### src/rtl/uart_bridge_pkg.sv
// Shared types and defaults for the UART-to-APB bridge front end.
// Holds the decoder state encoding, default command bytes and default frame geometry.
// Pure declarations: no logic, no latency, no flow control.
package uart_bridge_pkg;

    typedef enum logic [1:0] {
        IDLE  = 2'd0,
        ADDR  = 2'd1,
        DATA  = 2'd2,
        ISSUE = 2'd3
    } dec_state_t;

    localparam logic [7:0] CMD_WR_DEFAULT = 8'h57;  // 'W'
    localparam logic [7:0] CMD_RD_DEFAULT = 8'h52;  // 'R'

    localparam int DEF_WIDTH    = 32;
    localparam int DEF_ADDRBITS = 16;
    localparam int ADDR_BYTES   = DEF_ADDRBITS / 8;
    localparam int DATA_BYTES   = DEF_WIDTH / 8;

    // Larger of two byte counts, used to size the shared frame byte counter.
    function automatic int max2(input int a, input int b);
        return (a > b) ? a : b;
    endfunction

endpackage

### src/rtl/frame_gap_timer.sv
// Inter-byte gap counter: counts idle cycles and flags the terminal count.
// Latency: expire is combinational in the cycle the count sits at CYCLES-1 with tick high.
// Backpressure: none; clear has priority over tick and restarts the count.
import uart_bridge_pkg::*;

module frame_gap_timer #(
    parameter int CYCLES = 100000
) (
    input  logic clk,
    input  logic reset,
    input  logic clear,
    input  logic tick,
    output logic expire
);

    localparam int CW = (CYCLES > 1) ? $clog2(CYCLES) : 1;

    logic [CW-1:0] count;

    assign expire = tick && !clear && (count == CW'(CYCLES - 1));

    // Count idle cycles; any clear (byte popped or frame not in progress) restarts from zero.
    always_ff @(posedge clk) begin
        if (!reset) begin
            count <= '0;
        end else if (clear) begin
            count <= '0;
        end else if (tick) begin
            count <= count + 1'b1;
        end
    end

endmodule

### src/rtl/uart_cmd_decoder.sv
// Assembles command/address/data frames from the RX FIFO into APB requests.
// Latency: last frame byte popped in cycle N -> dec_en high in cycle N+1 (wait_fifo low).
// Backpressure: stops popping while a request is held; holds dec_en low while wait_fifo is high.
// Optional: FRAME_TIMEOUT_EN drops a partial frame after TIMEOUT_CYCLES idle cycles mid-frame.
import uart_bridge_pkg::*;

module uart_cmd_decoder #(
    parameter int         WIDTH          = DEF_WIDTH,
    parameter int         ADDRBITS       = DEF_ADDRBITS,
    parameter logic [7:0] CMD_WR         = CMD_WR_DEFAULT,
    parameter logic [7:0] CMD_RD         = CMD_RD_DEFAULT,
    parameter int         TIMEOUT_CYCLES = 100000
) (
    input  logic                apb_clk,
    input  logic                reset,
    input  logic [7:0]          rx_data,
    input  logic                rx_empty,
    output logic                rx_ren,
    input  logic                wait_fifo,
    input  logic                dec_ack,
    output logic                dec_en,
    output logic                wr,
    output logic [ADDRBITS-1:0] daddr,
    output logic [WIDTH-1:0]    wdatadec,
    output logic                frame_err
);

    localparam int N_ADDR = ADDRBITS / 8;
    localparam int N_DATA = WIDTH / 8;
    localparam int CNT_W  = $clog2(max2(N_ADDR, N_DATA) + 1);

    dec_state_t       state;
    logic [CNT_W-1:0] cnt;
    logic             tmo;

    // Pop whenever a byte is available and the decoder is still collecting a frame.
    assign rx_ren = reset && !rx_empty && (state != ISSUE);

`ifdef FRAME_TIMEOUT_EN
    logic gap_clear;

    // Gap only counts while a frame is partially received; a pop restarts it.
    assign gap_clear = rx_ren || !((state == ADDR) || (state == DATA));

    frame_gap_timer #(
        .CYCLES (TIMEOUT_CYCLES)
    ) u_gap_timer (
        .clk    (apb_clk),
        .reset  (reset),
        .clear  (gap_clear),
        .tick   (rx_empty),
        .expire (tmo)
    );
`else
    assign tmo = 1'b0;
`endif

    // Frame decoder FSM with registered request outputs.
    always_ff @(posedge apb_clk) begin
        if (!reset) begin
            state     <= IDLE;
            cnt       <= '0;
            dec_en    <= 1'b0;
            wr        <= 1'b0;
            daddr     <= '0;
            wdatadec  <= '0;
            frame_err <= 1'b0;
        end else begin
            frame_err <= 1'b0;
            case (state)
                IDLE: begin
                    if (rx_ren) begin
                        cnt <= '0;
                        if (rx_data == CMD_WR) begin
                            wr    <= 1'b1;
                            state <= ADDR;
                        end else if (rx_data == CMD_RD) begin
                            wr    <= 1'b0;
                            state <= ADDR;
                        end else begin
                            frame_err <= 1'b1;
                        end
                    end
                end
                ADDR: begin
                    if (rx_ren) begin
                        daddr <= {daddr[ADDRBITS-9:0], rx_data};
                        if (cnt == CNT_W'(N_ADDR - 1)) begin
                            cnt <= '0;
                            if (wr) begin
                                state <= DATA;
                            end else begin
                                wdatadec <= '0;
                                dec_en   <= !wait_fifo;
                                state    <= ISSUE;
                            end
                        end else begin
                            cnt <= cnt + 1'b1;
                        end
                    end else if (tmo) begin
                        cnt       <= '0;
                        frame_err <= 1'b1;
                        state     <= IDLE;
                    end
                end
                DATA: begin
                    if (rx_ren) begin
                        wdatadec <= {wdatadec[WIDTH-9:0], rx_data};
                        if (cnt == CNT_W'(N_DATA - 1)) begin
                            cnt    <= '0;
                            dec_en <= !wait_fifo;
                            state  <= ISSUE;
                        end else begin
                            cnt <= cnt + 1'b1;
                        end
                    end else if (tmo) begin
                        cnt       <= '0;
                        frame_err <= 1'b1;
                        state     <= IDLE;
                    end
                end
                ISSUE: begin
                    if (dec_en && dec_ack) begin
                        dec_en <= 1'b0;
                        cnt    <= '0;
                        state  <= IDLE;
                    end else begin
                        dec_en <= !wait_fifo;
                    end
                end
                default: begin
                    state <= IDLE;
                end
            endcase
        end
    end

endmodule

### config.mk
export PLATFORM = sky130hd
export DESIGN_NAME = uart_cmd_decoder
export DESIGN_NICKNAME = d
export VERILOG_FILES = /design/src/rtl/uart_bridge_pkg.sv /design/src/rtl/frame_gap_timer.sv /design/src/rtl/uart_cmd_decoder.sv
export SDC_FILE = /design/constraint.sdc
export NUM_CORES = 1
export LEC_CHECK = 0
export ABC_AREA = 1
export CAP_MARGIN = 40
export CORE_UTILIZATION = 38
export CTS_BUF_LIST = sky130_fd_sc_hd__clkbuf_4 sky130_fd_sc_hd__clkbuf_8
export CTS_CLUSTER_DIAMETER = 200
export CTS_CLUSTER_SIZE = 24
export DETAILED_ROUTE_END_ITERATION = 8
export PLACE_DENSITY = 0.69
export SETUP_SLACK_MARGIN = 0.5
export SYNTH_ARGS = -nofsm -noshare
export SYNTH_HDL_FRONTEND = slang
export SYNTH_SLANG_ARGS = --single-unit
### constraint.sdc
create_clock -name apb_clk -period 3.1 [get_ports apb_clk]
set_clock_uncertainty 0.05 [all_clocks]
set_input_delay 0.62 -clock apb_clk [delete_from_list [all_inputs] [get_ports apb_clk]]
set_output_delay 0.62 -clock apb_clk [all_outputs]
set_load 0.03 [all_outputs]
[Word-level counts from Yosys, hierarchy flattened]
Index checks and enable logic that the tools add are counted.
Word-level totals
  register bits: 56
  bits of input ports: 13
  output and inout bits: 52
  word-level logic and storage cells: 75
Cells by class
  $add $sub $neg: 1
  equal/unequal tests: 16
  muxes and demuxes: 32
  bitwise operators: 3
  reductions and logical operators: 16
Operators with widths (number)
  $mux 32: 4
  $pmux 32 s2: 1
  $mux 3: 6
  $eq 8x7->1 const B: 2
  $mux 2: 8
  $ne 2x2->1 const B: 8
  $pmux 3 s4: 1
  $mux 1: 10
  $pmux 2 s4: 1
  $reduce_and 7->1: 1
  $reduce_and 6->1: 1
  $reduce_and 5->1: 1
  $eq 2x2->1 const B: 2
  $reduce_and 4->1: 1
  $reduce_bool 2->1: 2
  $reduce_or 4->1: 1
  $add 3x1->3 const B: 1
  $eq 3x1->1 const B: 1
  $eq 3x2->1 const B: 1
  $logic_and 1x1->1: 3
  $ne 3x3->1 const B: 1
  $not 1->1: 3
  $pmux 1 s3: 1
  $reduce_and 3->1: 1
  5 further kinds: 6

[Longest topological paths before layout]
  word-level depth: 5
  mapped depth: 12
  mapped depth without buffers: 10

[Least setup slack after synthesis]
No wires, ideal clock.
  kind: flip-flop to flip-flop
  start: register state[0]
  end: register wdatadec[10]
  arrival: 1.616 ns
  setup slack: 1.321 ns
  cell stages (with the launch flop): 13
  path buffers: 2
  cells stage by stage: dfxtp_1 -> inv_1 -> ha_1 -> buf_6 -> inv_2 -> nand2_1 -> nand2_4 -> inv_2 -> nor3_4 -> buf_6 -> nand2_1 -> nand2_1 -> nor2_1
On the way
  longest elaborated chain between the ends: 4
  elaborated cells between the ends (all ways): 11
  classes of those cells: eq/ne: 7; mux: 1; reduce/logical: 3
RTL lines
  start, declared: line uart_cmd_decoder.sv:32  | dec_state_t state;
  start signal, assigned: line uart_cmd_decoder.sv:61  | state <= IDLE;
  start signal, assigned: line uart_cmd_decoder.sv:76  | state <= ADDR;
  start signal, assigned: line uart_cmd_decoder.sv:79  | state <= ADDR;
  $ne 2x2->1: line uart_cmd_decoder.sv:37  | assign rx_ren = reset && !rx_empty && (state != ISSUE);
  $logic_and 1x1->1: line uart_cmd_decoder.sv:37
  $ne 2x2->1 (no line)
  $reduce_and 5->1 (no line)
  end signal, assigned: line uart_cmd_decoder.sv:108  | wdatadec <= {wdatadec[WIDTH-9:0], rx_data};
  end, declared: line uart_cmd_decoder.sv:24  | output logic [WIDTH-1:0] wdatadec,
Several ways; a longest one is shown, not always the timed one.
A chain may end at the register's enable or synchronous reset.

[Worst setup path after layout]
  start: input rx_empty
  end: output rx_ren
On the way
  longest elaborated chain between the ends: 3
RTL lines
  start, declared: line uart_cmd_decoder.sv:17  | input logic rx_empty,
  $logic_not 1->1: line uart_cmd_decoder.sv:37
  $logic_and 1x1->1 (2 in a row): line uart_cmd_decoder.sv:37
  end, declared: line uart_cmd_decoder.sv:18  | output logic rx_ren,
No other way between the ends.

==> flow_summary.toml <==
[status]
status = "complete, no violations"

[synth]
synth_area_um2 = 2515
synth_top_cell_by_area = "dfxtp_1"
yosys.cell_types.count = 17
avgSynthCellArea_um2 = 6.797
synth_seq_area_share_pct = 44.58
ys_ff_latch = 56
synthCells = 370
yosysTopAreaCellShare_pct = 44.58
synthesis.nets = 391
synthTopCellsByArea = "dfxtp_1, nand2_1, nor2_1"
yosysWarnings = 0

[floorplan]
row_count = 29
fp.coreArea_um2 = 6386
dieHeight_um = 83.35
die_w_um = 83.35
ios = 65
dieArea_um2 = 6947
start_util_pct = 39.38

[finish]
final_cell_mix = "nand2_1, nor2_1, clkdlybuf4s50_1"
final_common_cell = "nand2_1"
finalInstanceArea_um2 = 3258
drive_gt1_share_pct = 4.450
final_core_util_pct = 51.02
area_growth_pct = 29.55
fillers = 650
layoutNonFillerInstCount = 504
final-seq-area_um2 = 1121
nets = 447
n_antenna_cell = 0
multi_input_area_um2 = 1191

[place]
dp_cells = 496
place_area_um2 = 3162
io_buffer_count = 64
dp_hpwl_mm = 3.638
place.gp.congestion = 0.8342

[route]
wire_per_inst_um = 10.77
drc = 0
final_antenna_net_count = 0
drt_iter0_markers = 129
via_per_inst = 4.534
drt_pass1_iterations = 4
drt-total-wl_mm = 5.430
vias = 2285

[clocking]
cts_made_buffers = 5
clk_latency_ns = 0.30
cts_sinks = 56
cts.hold.buffers_added = 0
htreeDepth = 2
clock_path_buffers = 2
path_clk_slew_ns = 0.09
cts-root-buf = "clkbuf_8"
tritoncts = "done"
cts_setup_buffers = 0

[sta]
rsz0062_at_grt = "false"
setup_viol_count_final = 0
slew_headroom_pct = 65.61
min_period_over_period_pct = 77.31
period_minus_slack_ns = 2.397
report.final.slew_viol_count = 0
worst_slew_pin_slew_ns = 0.5159
finalHoldViolations = 0
fmax_mhz = 417.2
fin_setup_tns_ns = 0

[grt]
first_global_vias = 2008
grt_max_degree = 65
grt_antenna_before_repair = 0
grt_pass1_wl_mm = 9.080
grt_overflow = 0
track_usage_pct = 15.66

[job]
drv_cap = 0

[hold_path]
hold_class = "flip-flop to flip-flop"
hp-start = "wdatadec[29]$_SDFFE_PN0P_"
hold_depth = 2
holdPathEnd = "wdatadec[29]$_SDFFE_PN0P_"

[power]
p_leak_nw = 1.345
powerDensity_nw_per_um2 = 385.4
vdd_ir_drop_max_mv = 0.2128

[worst_setup_path]
crit_type = "primary input to output port"
critPathLaunchType = "primary input"
r2r-end = "wdatadec[6]$_SDFFE_PN0P_"
cp.required_ns = 2.43
arrival_ns = 1.73
crit_fanout = 5
rrSetupSlack_ns = 1.25
crit_path_end_kind = "output port"
r2r-start = "state[1]$_SDFFE_PN0P_"
r2r_cells = 11
-- report_power, final --
| part | internal (mW) | switching (mW) | total [mW] | leakage, nW |
|---|---|---|---|---|
| combinational | 0.0428 | 0.0584 | 0.101 | 0.841 |
| clock | 0.200 | 0.222 | 0.422 | 0.0523 |
| sequential | 0.727 | 0.00548 | 0.732 | 0.452 |
-- cells in the mapped netlist --
cell type / instances
buf_6: 7
nor2_1: 103
o21bai_1: 1
dfxtp_1: 56
nand3b_4: 1
nand2_1: 121
a21oi_1: 12
o21ai_0: 22
buf_1: 4
nor3_4: 1
nand2_4: 1
ha_1: 8
nand3_1: 5
buf_4: 1
inv_2: 3
inv_1: 17
clkbuf_1: 7
-- how the worst max path moves through the flow --
stage | slack, ns | startpoint | cells past startpoint | to
after CTS | 0.70 | rx_empty | 4 | rx_ren
final | 0.70 | rx_empty | 4 | rx_ren
after floorplan | 1.32 | state[0]$_SDFFE_PN0P_ | 12 | wdatadec[10]$_SDFFE_PN0P_
after global placement | 0.43 | rx_empty | 4 | rx_ren
after global routing | 0.68 | rx_empty | 4 | rx_ren
after detailed placement | 0.42 | rx_empty | 4 | rx_ren
-- per-layer routing --
layer	vias up	wire length [um]	track usage (%)
li1	1231	-	-
met3	2	324	4.175
met1	981	2670	21.36
met5	-	0	0
met4	0	25	3.605
met2	71	2409	24.74
-- registers in the layout, indices dropped and copies added (netlist names) --
register,cells
daddr,16
state,2
wdatadec,32
wr,1
frame_err,1
dec_en,1
cnt,3
-- per-stage QoR --
stage	hold WS, ns	setup slack [ns]	power [mW]
floorplan	0.4235	1.321	0.8124
global placement	0.4104	0.4292	0.8498
detailed placement	0.4227	0.4238	0.8518
CTS	0.4396	0.7019	1.274
global route	0.4518	0.6813	1.314
finish	0.4359	0.7033	1.256
-- kinds of logic after synthesis --
group | Yosys count | synth area share [%]
AOI/OAI and AO/OA | 35 | 7.065
adders and majority gates | 8 | 3.980
buffers and inverters | 39 | 8.060
DFF | 56 | 44.58
and+or+nand+nor | 232 | 36.32
-- final cells by class --
| type | count | share of cell area [%] |
|---|---|---|
| Sequential cell | 56 | 34.41 |
| Clock buffer | 8 | 2.995 |
| Multi-Input combinational cell | 275 | 36.56 |
| Timing Repair Buffer | 68 | 20.78 |
| Inverter | 20 | 2.304 |
| Tap cell | 77 | 2.957 |
-- worst max-delay path: stages --
cell and delay (ns):
clkdlybuf4s50_1 0.41, nand3b_4 0.19, inv_1 0.10, dlygate4sd2_1 0.40
-- what timing repair did --
item                                    4_1_cts  5_1_grt
hold endpoints to repair                      0        0
gates resized for setup                       1        0
endpoints found under the setup margin        1        0
(Power assumes the default switching activity.)
